==> src/rtl/fault_threshold_det.sv <==
// Debounced window-comparator fault latch evaluated 4 cycles after each strobe rising edge.
// Optional saturating trip counter enabled by defining FAULT_DET_TRIPCNT_EN.
module fault_threshold_det #(
  parameter int unsigned CNT_W = 8
) (
  input  logic                    lb_clk,
  input  logic                    reset,
  input  logic                    strobe,
  input  logic signed [15:0]      y,
  input  logic signed [15:0]      hi_lim,
  input  logic signed [15:0]      lo_lim,
  input  logic        [15:0]      hyst,
  input  logic        [CNT_W-1:0] deb_cnt,
  input  logic                    fault_clr,
  output logic                    fault_out,
  output logic                    fault_hi,
  output logic                    fault_lo,
  output logic        [1:0]       state,
  output logic        [15:0]      trip_cnt
);

  localparam int unsigned DLY_N = 4;
  localparam int unsigned BW    = 18;

  typedef enum logic [1:0] {
    ARMED   = 2'b00,
    PENDING = 2'b01,
    TRIPPED = 2'b10,
    RECOVER = 2'b11
  } state_e;

  state_e             state_q, state_d;
  logic [CNT_W-1:0]   cnt_q, cnt_d;
  logic [DLY_N-1:0]   dly_q, dly_d;
  logic               strobe_prev_q;
  logic               fault_out_q, fault_out_d;
  logic               fault_hi_q, fault_hi_d;
  logic               fault_lo_q, fault_lo_d;

  logic               edge_c, eval_c;
  logic               hi_c, lo_c, oor_c, in_band_c;
  logic               trip_entry_c, clear_c;
  logic [CNT_W-1:0]   deb_eff_c;
  logic [CNT_W:0]     cnt_nxt_c;
  logic signed [BW-1:0] y_ext_c, band_lo_c, band_hi_c;

  // Strobe edge detect and settle delay line
  always_comb begin
    edge_c = strobe & ~strobe_prev_q;
    dly_d  = {dly_q[DLY_N-2:0], edge_c};
    eval_c = dly_q[DLY_N-1];
  end

  // Trip and recovery comparisons; band edges widened so hysteresis never wraps
  always_comb begin
    hi_c      = (y > hi_lim);
    lo_c      = (y < lo_lim);
    oor_c     = hi_c | lo_c;
    y_ext_c   = {{2{y[15]}}, y};
    band_lo_c = {{2{lo_lim[15]}}, lo_lim} + {2'b00, hyst};
    band_hi_c = {{2{hi_lim[15]}}, hi_lim} - {2'b00, hyst};
    in_band_c = (y_ext_c >= band_lo_c) && (y_ext_c <= band_hi_c);
    deb_eff_c = (deb_cnt == '0) ? CNT_W'(1) : deb_cnt;
    cnt_nxt_c = {1'b0, cnt_q} + (CNT_W+1)'(1);
  end

  // State register
  always_ff @(posedge lb_clk or posedge reset) begin
    if (reset) begin
      state_q       <= ARMED;
      cnt_q         <= '0;
      dly_q         <= '0;
      strobe_prev_q <= 1'b1;
      fault_out_q   <= 1'b0;
      fault_hi_q    <= 1'b0;
      fault_lo_q    <= 1'b0;
    end else begin
      state_q       <= state_d;
      cnt_q         <= cnt_d;
      dly_q         <= dly_d;
      strobe_prev_q <= strobe;
      fault_out_q   <= fault_out_d;
      fault_hi_q    <= fault_hi_d;
      fault_lo_q    <= fault_lo_d;
    end
  end

  // Next-state logic
  always_comb begin
    state_d      = state_q;
    cnt_d        = cnt_q;
    trip_entry_c = 1'b0;
    clear_c      = 1'b0;
    case (state_q)
      ARMED: begin
        if (eval_c && oor_c) begin
          if (deb_eff_c <= CNT_W'(1)) begin
            state_d      = TRIPPED;
            trip_entry_c = 1'b1;
            cnt_d        = '0;
          end else begin
            state_d = PENDING;
            cnt_d   = CNT_W'(1);
          end
        end
      end
      PENDING: begin
        if (eval_c) begin
          if (!oor_c) begin
            state_d = ARMED;
            cnt_d   = '0;
          end else if (cnt_nxt_c >= {1'b0, deb_eff_c}) begin
            state_d      = TRIPPED;
            trip_entry_c = 1'b1;
            cnt_d        = '0;
          end else begin
            cnt_d = cnt_nxt_c[CNT_W-1:0];
          end
        end
      end
      TRIPPED: begin
        if (eval_c && in_band_c) state_d = RECOVER;
      end
      RECOVER: begin
        // An out-of-range evaluation overrides a coincident clear
        if (eval_c && oor_c) begin
          state_d = TRIPPED;
        end else if (fault_clr) begin
          state_d = ARMED;
          clear_c = 1'b1;
        end
      end
      default: state_d = ARMED;
    endcase
  end

  // Output logic
  always_comb begin
    fault_out_d = state_d[1];
    fault_hi_d  = fault_hi_q;
    fault_lo_d  = fault_lo_q;
    if (clear_c) begin
      fault_hi_d = 1'b0;
      fault_lo_d = 1'b0;
    end
    if (trip_entry_c) begin
      fault_hi_d = fault_hi_q | hi_c;
      fault_lo_d = fault_lo_q | (lo_c & ~hi_c);
    end
  end

  assign state     = state_q;
  assign fault_out = fault_out_q;
  assign fault_hi  = fault_hi_q;
  assign fault_lo  = fault_lo_q;

`ifdef FAULT_DET_TRIPCNT_EN
  logic [15:0] trip_cnt_q, trip_cnt_d;

  // Saturating count of fresh trips
  always_comb begin
    trip_cnt_d = trip_cnt_q;
    if (trip_entry_c && (trip_cnt_q != 16'hFFFF)) trip_cnt_d = trip_cnt_q + 16'd1;
  end

  always_ff @(posedge lb_clk or posedge reset) begin
    if (reset) trip_cnt_q <= '0;
    else       trip_cnt_q <= trip_cnt_d;
  end

  assign trip_cnt = trip_cnt_q;
`else
  assign trip_cnt = '0;
`endif

endmodule

==> config.mk <==
export PLATFORM = sky130hd
export DESIGN_NAME = fault_threshold_det
export DESIGN_NICKNAME = d
export VERILOG_FILES = /design/src/rtl/fault_threshold_det.sv
export SDC_FILE = /design/constraint.sdc
export NUM_CORES = 1
export LEC_CHECK = 0
export ABC_AREA = 0
export CORE_MARGIN = 3
export CORE_UTILIZATION = 35
export DETAILED_ROUTE_END_ITERATION = 6
export GPL_ROUTABILITY_DRIVEN = 0
export PLACE_DENSITY = 0.56
export SETUP_SLACK_MARGIN = 0.05
export SLEW_MARGIN = 30
export SYNTH_ARGS = -nofsm -noshare
export SYNTH_HDL_FRONTEND = slang
export SYNTH_SLANG_ARGS = --single-unit
==> constraint.sdc <==
create_clock -name lb_clk -period 3.6 [get_ports lb_clk]
set_input_delay 0.36 -clock lb_clk [delete_from_list [all_inputs] [get_ports lb_clk]]
set_output_delay 0.36 -clock lb_clk [all_outputs]
set_load 0.05 [all_outputs]
==> results by group <==
STA
  • Worst-Margin Slew: 0.638 ns
  • Fmax: between 0.2 and 0.25 GHz
  • Worst setup margin: -0.494 ns
  • Count of final setup violators: 4
  • Relative slew slack: 0.574
  • Worst Skew: slightly above 0.003 ns
  • Final period util: 1.14
  • RSZ-0062 raised after global routing: true
  • Fin crit period: just over 4 ns
  • Pins Over Slew Limit: 0
  • Hold Fails Final Rpt: 0

Run status
  • Failing checks: setup timing
  • Status: complete, but fails checks

Worst setup path
  • Crit Path Category: in -> reg
  • Slowest stage cell, crit path: or4_4
  • CP Capture Type: flip-flop
  • Worst Path Max Fanout: 2
  • CP startpoint kind: input port
  • CP max stage delay: between 0.5 and 0.6 ns
  • Worst path required time: about 3.7 ns
  • Top cell family by delay on the critical path: simple AND/OR/NAND/NOR gates
  • Worst EP arrival: roughly 4.2 ns
  • Cell Chain, Critical Path: clkdlybuf4s15_2 -> inv_1 -> ha_1 -> or2_4 -> o31ai_2 -> a21oi_2 -> and4_4 -> o31ai_4 -> buf_4 -> o21bai_1 -> a21oi_1 -> xnor2_1 -> ha_1 -> nand2_2 -> or4_4 -> o221ai_4 -> mux2_4 -> a21oi_4 -> nand3_2 -> mux2_4
  • WP buf/inv: 3

Power and ir drop
  • Peak VDD IR: just under 0.3 mV
  • Total Power: ~1.8 mW
  • Lkg Pwr: 3.20 nW
  • P per Cell Area: 286 nW/µm²

Clock network
  • Total CTS buffers: 3
  • Clk root buf: clkbuf_16
  • Clock tree buffer depth: 2
  • # H-tree levels: 1
  • Clock slew at reported path FFs: ~0.05 ns
  • Skew-Pair Late Insertion Delay: 0.25 ns
  • CTS tree: yes
  • Cts hold-fix bufs: 0
  • Clock sink count: 17

Placement
  • Placed Instance Area: approximately 6000 µm²
  • Inst Count DP: 867
  • # port buffers: 80
  • Dpl hpwl: 10.9 mm

Routing
  • WL final: about 13 mm
  • DRT Pass-1 Iters: 5
  • Via density: ~5.1
  • Wire length per cell: ~15 µm
  • DRC errors left: 0
  • Antenna viol nets, final: 0
  • 1st-iter DRT viols: roughly 220
  • Via count: approximately 4500

Synth
  • Syn avg cell area: between 7 and 8 µm²
  • Most used DFF post-synth: dfrtp_1
  • Synth unique cells: ~70
  • EDFF count, synth: 0
  • Seq/Total Area, Yosys: 0.0977
  • Asr flop ratio synth: 1.00
  • Post-Syn Area: approximately 4400 µm²
  • Number of synthesized register bits: 17
  • Cells after Synth: around 550
  • Synth Warn #: 0

Die
  • Die Y: 118 µm
  • Die area: about 14000 µm²
  • I/O Pins: 97
  • Row Count: 40
  • Core Area: 12100 µm²
  • Starting Density: 0.361
  • Die width: between 100 and 150 µm

Finish
  • ANT cells: 0
  • Nets@finish: about 910
  • Final Core Density: 0.530
  • Post-route design area: 6420 µm²
  • Filler cell count: roughly 1200
  • Share of layout cells above drive strength 1: 0.258
  • Post-Layout Cell Count: about 900
  • Layout area overhead: 47.1%

Min path
  • Hold WC Path Type: reg -> reg

GRT
  • Largest net degree at the start of global routing: 18
  • Initial antenna violation count: 0
  • GRT Total Usage: 0.181
  • Number of global-route vias before repair: between 4000 and 5000
  • GRT overflow: 0
  • First-pass GRT wire length: 21.4 mm

Job
  • Max-cap viol count: 0
## worst register-to-register path, cell delays in order (launching register included)
cell,delay (ns)
dfrtp_1,0.47
ha_1,0.28
nand3_1,0.11
xnor2_1,0.26
ha_1,0.29
and2_0,0.16
a22o_1,0.21
a311oi_1,0.26
o211ai_1,0.20
nor2_2,0.22
o21ai_2,0.16
nand3_2,0.13
mux2_4,0.30
## flip-flops by register name, summed over array words and instances, names as in the netlist
signal,cells
fault_lo,1
strobe_prev_q,1
fault_hi,1
dly_q,4
cnt_q,8
state,2
## per-layer routing
layer	routed length [µm]	part of all wire	GRT usage	up-vias
met5	0	0	0	-
met4	208	0.016	0.0344	0
met3	404	0.031	0.0139	18
met2	6660	0.51	0.338	84
met1	5850	0.45	0.229	2122
li1	-	-	-	2316
## Yosys cell counts, drive strengths merged, types with 3 or more instances
library cell / number / share of area
ha: 110 / 0.32
inv: 71 / 0.061
a21oi: 42 / 0.052
nand2: 41 / 0.035
nor2: 28 / 0.025
o21ai: 22 / 0.026
buf: 19 / 0.032
nand3: 19 / 0.022
xor2: 18 / 0.036
dfrtp: 16 / 0.092
xnor2: 16 / 0.032
nand4: 15 / 0.021
nor3: 15 / 0.018
a21o: 13 / 0.022
nor2b: 10 / 0.014
a211oi: 7 / 0.013
nand2b: 7 / 0.010
and3: 6 / 0.0086
o211ai: 6 / 0.010
o31ai: 6 / 0.015
o21bai: 5 / 0.0086
a22o: 4 / 0.0080
a31oi: 4 / 0.0057
or2: 4 / 0.0057
a211o: 3 / 0.0063
a221oi: 3 / 0.0074
a41oi: 3 / 0.0077
and2: 3 / 0.0043
and4: 3 / 0.0072
o2111ai: 3 / 0.0060
o21a: 3 / 0.0052
or3: 3 / 0.0043
## stage by stage
stage          setup slack [ns]  TNS (ns)  hold slack (ns)
3_5_place_dp              -1.40     -5.28            0.338
6_report                 -0.494     -1.67            0.347
5_1_grt                  -0.682     -2.41            0.355
3_3_place_gp              -1.26     -4.67            0.332
2_1_floorplan            -0.401     -1.22            0.285
4_1_cts                  -0.608     -2.13            0.350
## power breakdown
group	switching (mW)	leakage, nW	total (mW)	internal [mW]
clock	0.0759	0.0371	0.226	0.150
combinational	0.719	2.94	1.33	0.609
sequential	0.0558	0.220	0.281	0.226
## repair_timing
action | in CTS | in global routing
endpoints found under the setup margin | 4 | 4
hold endpoints to repair | 0 | 0
setup buffers | 14 | 6
pin swaps | 44 | 51
resized for setup | 82 | 41
## path summary, 6_finish.rpt
| check | to | cells past startpoint | slack, ns | from |
|---|---|---|---|---|
| max in group asynchronous | cnt_q[0]$_DFFE_PP0P_ | 2 | 2.69 | reset |
| worst max register to register | state[0]$_DFFE_PP0P_ | 12 | 0.44 | cnt_q[0]$_DFFE_PP0P_ |
| worst min register to register | dly_q[1]$_DFF_PP0_ | 0 | 0.35 | dly_q[0]$_DFF_PP0_ |
| worst min-delay path | dly_q[1]$_DFF_PP0_ | 0 | 0.35 | dly_q[0]$_DFF_PP0_ |
| worst max-delay path | state[0]$_DFFE_PP0P_ | 20 | -0.49 | hyst[5] |
| min in group asynchronous | cnt_q[2]$_DFFE_PP0P_ | 2 | 0.50 | reset |
## layout by cell type, fill, tap and decap left out, types with 9 or more instances in the layout
| cell type | instances |
|---|---|
| a21o_1 | 13 |
| nor3_1 | 9 |
| o21ai_0 | 12 |
| nor2_1 | 24 |
| conb_1 | 16 |
| dfrtp_1 | 16 |
| buf_4 | 87 |
| nand2_1 | 39 |
| a21oi_2 | 10 |
| ha_4 | 11 |
| ha_1 | 95 |
| a21oi_1 | 31 |
| inv_1 | 69 |
| nand4_1 | 15 |
| xnor2_1 | 15 |
| nand3_1 | 18 |
| xor2_1 | 18 |
| clkdlybuf4s50_1 | 58 |
## area by class of cell
type	count	area [µm²]	area share
multi-input combinational	462	3990	0.621
timing repair buffer	168	1440	0.224
sequential	17	427	0.0664
inverter	71	279	0.0434
tap	168	210	0.0327
clock buffer	3	75.1	0.0117
clock inverter	1	7.51	0.00117
## cell families (layout without fill, tap and decap cells)
kind of cell | after synthesis | in the layout | share of synthesized area
adder cells (fa/ha/maj) | 112 | 112 | 0.324
AND/OR/NAND/NOR | 162 | 162 | 0.192
other | 1 | 16 | 0.000859
XOR/XNOR | 34 | 34 | 0.0682
flip-flops | 17 | 17 | 0.0977
multiplexers | 2 | 2 | 0.00516
AO/OA/AOI/OAI | 136 | 136 | 0.219
buffers and inverters | 90 | 243 | 0.0931
Note: power is estimated with default switching activity, not from simulation.
